===== config.mk =====
export PLATFORM = sky130hd
export DESIGN_NAME = cdb_rs
export DESIGN_NICKNAME = d
export VERILOG_FILES = /design/src/rtl/cdb_rs_pkg.sv /design/src/rtl/cdb_rs_psel.sv /design/src/rtl/cdb_rs.sv
export SDC_FILE = /design/constraint.sdc
export NUM_CORES = 2
export LEC_CHECK = 0
export ABC_AREA = 1
export BUFFER_PORTS_ARGS = -buffer_cell sky130_fd_sc_hd__buf_4
export CAP_MARGIN = 40
export CORE_AREA = 2 2 298 300
export DETAILED_ROUTE_END_ITERATION = 7
export DIE_AREA = 0 0 300 302
export GPL_ROUTABILITY_DRIVEN = 0
export PLACE_DENSITY = 0.79
export REMOVE_ABC_BUFFERS = 1
export SKIP_CTS_REPAIR_TIMING = 1
export SLEW_MARGIN = 15
export SYNTH_ARGS = -nofsm -noshare
export SYNTH_HDL_FRONTEND = slang
export SYNTH_SLANG_ARGS = --single-unit

===== constraint.sdc =====
create_clock -name clock -period 6.65 [get_ports clock]
set_input_delay 1.33 -clock clock [delete_from_list [all_inputs] [get_ports clock]]
set_output_delay 1.33 -clock clock [all_outputs]
set_load 0.02 [all_outputs]

===== src/rtl/cdb_rs_pkg.sv =====
// Shared types for the CDB-snooping reservation station: dispatch/issue packets,
// entry layout, CDB broadcast and the operand wake-up helper.
package cdb_rs_pkg;

  localparam int unsigned TAG_W = 6;
  localparam int unsigned VAL_W = 32;

  typedef enum logic [2:0] {FuAlu, FuMul, FuLoad, FuStore, FuBranch} fu_opcode_e;

  typedef struct packed {
    logic [31:0] pc;
    fu_opcode_e  fu_opcode;
    logic [4:0]  dest_reg;
  } id_ex_packet_t;

  typedef struct packed {
    logic [VAL_W-1:0] val;
    logic [TAG_W-1:0] tag;
    logic             ready;
  } rs_operand_t;

  typedef struct packed {
    logic [TAG_W-1:0] dest_tag;
    rs_operand_t      opa;
    rs_operand_t      opb;
    id_ex_packet_t    payload;
  } rs_dispatch_packet_t;

  typedef struct packed {
    logic             valid;
    logic [TAG_W-1:0] dest_tag;
    rs_operand_t      opa;
    rs_operand_t      opb;
    id_ex_packet_t    payload;
  } rs_entry_t;

  typedef struct packed {
    logic [TAG_W-1:0] dest_tag;
    logic [VAL_W-1:0] opa_val;
    logic [VAL_W-1:0] opb_val;
    id_ex_packet_t    payload;
  } rs_issue_packet_t;

  typedef struct packed {
    logic             valid;
    logic [TAG_W-1:0] tag;
    logic [VAL_W-1:0] value;
    fu_opcode_e       fu_opcode;
    logic             clear;
  } cdb_output_t;

  // Capture a broadcast value into a still-waiting operand; ready operands are kept.
  function automatic rs_operand_t wake_operand(input rs_operand_t op, input cdb_output_t cdb);
    rs_operand_t res;
    res = op;
    if (cdb.valid && !op.ready && (op.tag == cdb.tag)) begin
      res.val   = cdb.value;
      res.ready = 1'b1;
    end
    return res;
  endfunction

endpackage


===== src/rtl/cdb_rs_psel.sv =====
// Lowest-index priority selector: one-hot grant of the lowest set request bit.
module cdb_rs_psel #(
  parameter int unsigned N = 8
) (
  input  logic [N-1:0] req,
  output logic [N-1:0] gnt,
  output logic         any
);

  logic found;

  always_comb begin
    gnt   = '0;
    found = 1'b0;
    for (int unsigned i = 0; i < N; i++) begin
      if (req[i] && !found) begin
        gnt[i] = 1'b1;
        found  = 1'b1;
      end
    end
  end

  assign any = |req;

endmodule


===== src/rtl/cdb_rs.sv =====
// Reservation station: holds dispatched instructions, wakes operands from the CDB,
// and issues the lowest-index fully-ready entry to a single functional unit.
module cdb_rs
  import cdb_rs_pkg::*;
#(
  parameter int unsigned RS_SIZE = 8
) (
  input  logic                        clock,
  input  logic                        reset,
  input  logic                        flush,
  input  logic                        dispatch_valid,
  input  rs_dispatch_packet_t         dispatch_pkt,
  output logic                        dispatch_ready,
  input  cdb_output_t                 cdb_in,
  output logic                        issue_valid,
  output rs_issue_packet_t            issue_pkt,
  input  logic                        issue_ready,
  output logic [$clog2(RS_SIZE):0]    free_count
);

  localparam int unsigned CntW = $clog2(RS_SIZE) + 1;

  rs_entry_t           entries_q [RS_SIZE];
  rs_entry_t           entries_d [RS_SIZE];
  logic [RS_SIZE-1:0]  free_req, rdy_req, free_gnt, issue_gnt;
  logic                free_any, issue_any;
  logic                dispatch_fire, issue_fire;
  logic [CntW-1:0]     valid_cnt;

  // Opcode and clear are not needed to match tags.
  logic unused_cdb;
  assign unused_cdb = ^{cdb_in.fu_opcode, cdb_in.clear};

  always_comb begin
    for (int unsigned i = 0; i < RS_SIZE; i++) begin
      free_req[i] = !entries_q[i].valid;
      rdy_req[i]  = entries_q[i].valid && entries_q[i].opa.ready && entries_q[i].opb.ready;
    end
  end

  cdb_rs_psel #(.N(RS_SIZE)) u_free_sel (
    .req (free_req),
    .gnt (free_gnt),
    .any (free_any)
  );

  cdb_rs_psel #(.N(RS_SIZE)) u_issue_sel (
    .req (rdy_req),
    .gnt (issue_gnt),
    .any (issue_any)
  );

  always_comb begin
    valid_cnt = '0;
    for (int unsigned i = 0; i < RS_SIZE; i++) begin
      valid_cnt = valid_cnt + CntW'(entries_q[i].valid);
    end
  end

  assign free_count     = CntW'(RS_SIZE) - valid_cnt;
  // Registered occupancy only: a slot freed by this cycle's issue is not offered.
  assign dispatch_ready = free_any;
  assign issue_valid    = issue_any;
  assign dispatch_fire  = dispatch_valid && dispatch_ready && !flush;
  assign issue_fire     = issue_valid && issue_ready;

  always_comb begin
    issue_pkt = '0;
    for (int unsigned i = 0; i < RS_SIZE; i++) begin
      if (issue_gnt[i]) begin
        issue_pkt.dest_tag = entries_q[i].dest_tag;
        issue_pkt.opa_val  = entries_q[i].opa.val;
        issue_pkt.opb_val  = entries_q[i].opb.val;
        issue_pkt.payload  = entries_q[i].payload;
      end
    end
  end

  always_comb begin
    for (int unsigned i = 0; i < RS_SIZE; i++) begin
      entries_d[i] = entries_q[i];
      if (entries_q[i].valid) begin
        entries_d[i].opa = wake_operand(entries_q[i].opa, cdb_in);
        entries_d[i].opb = wake_operand(entries_q[i].opb, cdb_in);
      end
      if (issue_fire && issue_gnt[i]) begin
        entries_d[i].valid = 1'b0;
      end
      if (dispatch_fire && free_gnt[i]) begin
        entries_d[i].valid    = 1'b1;
        entries_d[i].dest_tag = dispatch_pkt.dest_tag;
        entries_d[i].opa      = wake_operand(dispatch_pkt.opa, cdb_in);
        entries_d[i].opb      = wake_operand(dispatch_pkt.opb, cdb_in);
        entries_d[i].payload  = dispatch_pkt.payload;
      end
      if (flush) begin
        entries_d[i].valid = 1'b0;
      end
    end
  end

  always_ff @(posedge clock or negedge reset) begin
    if (!reset) begin
      for (int unsigned i = 0; i < RS_SIZE; i++) begin
        entries_q[i] <= '0;
      end
    end else begin
      for (int unsigned i = 0; i < RS_SIZE; i++) begin
        entries_q[i] <= entries_d[i];
      end
    end
  end

endmodule


==> impl_metrics.py <==
metrics = {
    "final_layout": {
        "largest_reg_flops": 1000,
        "fillers": 7359,
        "multiInputGateArea_mm2": 0.0238,
        "final_util": 0.680,
        "area_growth_pct": 12.7,
        "final-seq-area_mm2": 0.0250,
        "nNetsFinal": 7350,
        "stdcell_count": 8422,
        "finish.instance_area_mm2": 0.0595,
        "top_register": "entries_q",
        "drive_gt1_frac": 0.0938,
        "largestRegisters": "entries_q: 1000 flops",
    },
    "logic_synthesis": {
        "async_flop_share": 1.00,
        "yosys.area.top_type": "dfrtp_1",
        "synthMuxAreaShare": 0,
        "yosys-top-cells-area": "dfrtp_1 (47%), nand3_1 (15%), nand2_1 (12%)",
        "synth_top_family_by_area": "simple AND/OR/NAND/NOR gates",
        "synthXorXnorAreaFrac": 0.00647,
        "synthAdderAreaFrac": 0.00270,
        "syn_area_mm2": 0.0528,
        "ys_types": 32,
        "yosys_warnings": 0,
        "synth.yosys.seq_area_share": 0.474,
        "syn_inst": 7202,
        "synth_compound_area_frac": 0.0784,
        "synth-simple-area-share": 0.357,
        "synthDominantCellAreaShare": 0.474,
        "avgSynthCellArea_um2": 7.33,
        "synthFlopType": "dfrtp_1",
        "synth-edff-count": 0,
        "ys_ff_latch": 1000,
    },
    "sta": {
        "post-route-period-util": 0.849,
        "setup_viol": 0,
        "skew_ns": 0.0218,
        "grt_setup_unrepaired": "no",
        "max_freq_mhz": 177,
        "min_period_ns": 5.65,
        "hold_viol": 0,
        "slew_violations": 0,
        "relSlewSlack": 0.247,
        "tightest_slew_ns": 1.13,
    },
    "critical_path": {
        "required_ns": 5.32,
        "critPathKind": "reg2out",
        "worst-path-buf-inv": 2,
        "path_max_fanout": 25,
        "crit_path_start_kind": "flop",
        "cp_slowest_cell": "nor2_4",
        "critPathTopFamily": "simple AND/OR/NAND/NOR gates",
        "reg2reg_slack_ns": 2.67,
        "worstPathCellList": "nand3_4 > nand2_1 > nor2_4 > nand2_1 > nor2_4 > buf_4 > nand4_1 > nand3_1 > buf_4",
        "arrival_ns": 4.32,
        "worst_path_largest_cell_delay_ns": 0.72,
        "cp.depth": 9,
        "reg2reg_depth": 12,
        "endpoint_kind": "output pin",
    },
    "global_routing": {
        "grt_pass1_wl_um": 301000,
        "grt.overflow.total": 0,
        "grt_usage": 0.433,
        "first_global_vias": 52051,
        "grt_start_max_net_pins": 195,
        "antenna_found_initial": 11,
    },
    "routing": {
        "post_drt_wl_per_cell_um": 23.5,
        "ant_nets": 0,
        "routed_via_density": 6.48,
        "routed_wl_um": 198000,
        "first_iter_violations": 7738,
        "dr.pass1.iters": 8,
        "vias": 54536,
        "post-route-drc-count": 4,
    },
    "pwr": {
        "worst_ir_drop_vdd_uv": 229,
        "leakagePower_nw": 29.3,
        "powerDensity_mw_per_mm2": 262,
        "power_mw": 15.6,
    },
    "clock_network": {
        "worstSkewPairLatency_ns": 0.70,
        "clk_pin_slew_ns": 0.06,
        "clock_sinks": 1000,
        "numCtsBuffers": 105,
        "clk_path_buf_depth": 3,
        "tritoncts": "built",
        "ctsRootBufferMaster": "clkbuf_16",
        "cts_max_level": 3,
    },
    "floorplanning": {
        "start_util": 0.603,
        "dieWidth_um": 300,
        "die_area_mm2": 0.0906,
        "rows": 109,
        "ioPinCount": 288,
        "core_mm2": 0.0876,
        "fp.dieH_um": 302,
    },
    "place": {
        "portBuffers": 283,
        "dpl_cell_area_mm2": 0.0558,
        "dp_hpwl_um": 110000,
        "dp.cells": 8220,
    },
    "flow_run": {
        "drv_cap": 0,
    },
    "status": {
        "outcome": "finished, violations left",
        "violations": "design-rule violations",
    },
    "worst_hold_path": {
        "min_path_type": "reg2reg",
        "holdPathStages": 2,
    },
}
[power breakdown]
group	switching [mW]	internal, mW
Clock	2.60	3.59
Combinational	1.54	0.764
Sequential	0.347	6.75
Total	4.49	11.1
[placed cells by master (no fill, tap or decap), types with 5 or more instances in the layout]
cell type   instances
clkbuf_8           27
xnor2_1            18
buf_4             361
bufinv_16          10
o21bai_1           22
clkbuf_1           13
nor2_1            735
dfrtp_1          1000
ha_1                5
o21ai_1            33
nand2_1          1651
buf_16             10
o22ai_1            15
buf_12             26
nand3_4             7
o21ai_0           530
a21oi_1           115
nand2_2            41
nand3_2             5
nor2_4             20
diode_2             5
inv_4               6
clkinvlp_4          5
inv_1             521
o211ai_1           65
nand3_1          1547
xor2_1             21
nand4_1           264
inv_2              10
clkbuf_16         106
nor3_1              9
clkinv_2           25
[synth_stat cells (18+ instances only)]
| cell type | count |
|---|---|
| nand3_1 | 1558 |
| xor2_1 | 21 |
| o21ai_0 | 530 |
| nand2_2 | 36 |
| clkbuf_1 | 353 |
| a21oi_1 | 115 |
| nand2_1 | 1657 |
| dfrtp_1 | 1000 |
| xnor2_1 | 18 |
| nor2_1 | 751 |
| o21bai_1 | 22 |
| o211ai_1 | 65 |
| buf_2 | 152 |
| nand4_1 | 264 |
| inv_1 | 527 |
| o21ai_1 | 33 |
| buf_1 | 29 |
[path summary, 6_finish.rpt]
check	from	end
min in group asynchronous	reset	entries_q[129]$_DFFE_PN0N_
max in group asynchronous	reset	entries_q[740]$_DFFE_PN0P_
max	entries_q[999]$_DFFE_PN0P_	issue_pkt[49]
min	entries_q[359]$_DFFE_PN0P_	entries_q[359]$_DFFE_PN0P_
max reg2reg	entries_q[249]$_DFFE_PN0P_	entries_q[715]$_DFFE_PN0P_
min reg2reg	entries_q[359]$_DFFE_PN0P_	entries_q[359]$_DFFE_PN0P_
[worst register-to-register path, stage by stage (launching register included)]
cell and delay [ns]:
dfrtp_1 0.60, inv_1 0.26, nor2_1 0.18, nand2_2 0.12, nand3_2 0.22, nor2_4 0.07, inv_2 0.40, buf_4 0.64
nand2_1 0.25, buf_4 0.38, inv_1 0.57, nand2_1 0.11, nand3_1 0.09
[area by class of cell]
cell class	count	area share
diodes	5	0.000210
well taps	1165	0.0245
inverters	539	0.0344
flip-flops and latches	1000	0.420
multi-input cells	5119	0.399
clock inverters	45	0.00902
repair buffers	404	0.0607
clock buffers	145	0.0512
[kinds of logic (layout without fill, tap and decap cells)]
family	count (synthesis)	count (layout)
compound gates	780	780
xor+xnor	39	39
fa+ha+maj	9	9
buf+inv	1083	1133
flops	1000	1000
other cells	0	5
simple gates	4291	4291
[metal layers]
layer  track usage  routed length, um  up-vias
met5             0                 45        -
met4         0.264              14000        8
met3         0.141              29700     1111
met2         0.650              85100     4389
met1         0.547              68900    25339
li1              -                  -    23689
[per-stage QoR]
stage | setup slack (ns) | hold slack, ns | TNS, ns
after floorplan | -7.01 | 0.452 | -1347.58
after global placement | 1.95 | 0.463 | 0
after detailed placement | 1.89 | 0.469 | 0
after CTS | 1.15 | 0.483 | 0
after global routing | 0.928 | 0.497 | 0
final | 1.00 | 0.479 | 0
No activity file was read; power rests on OpenSTA's default activity.
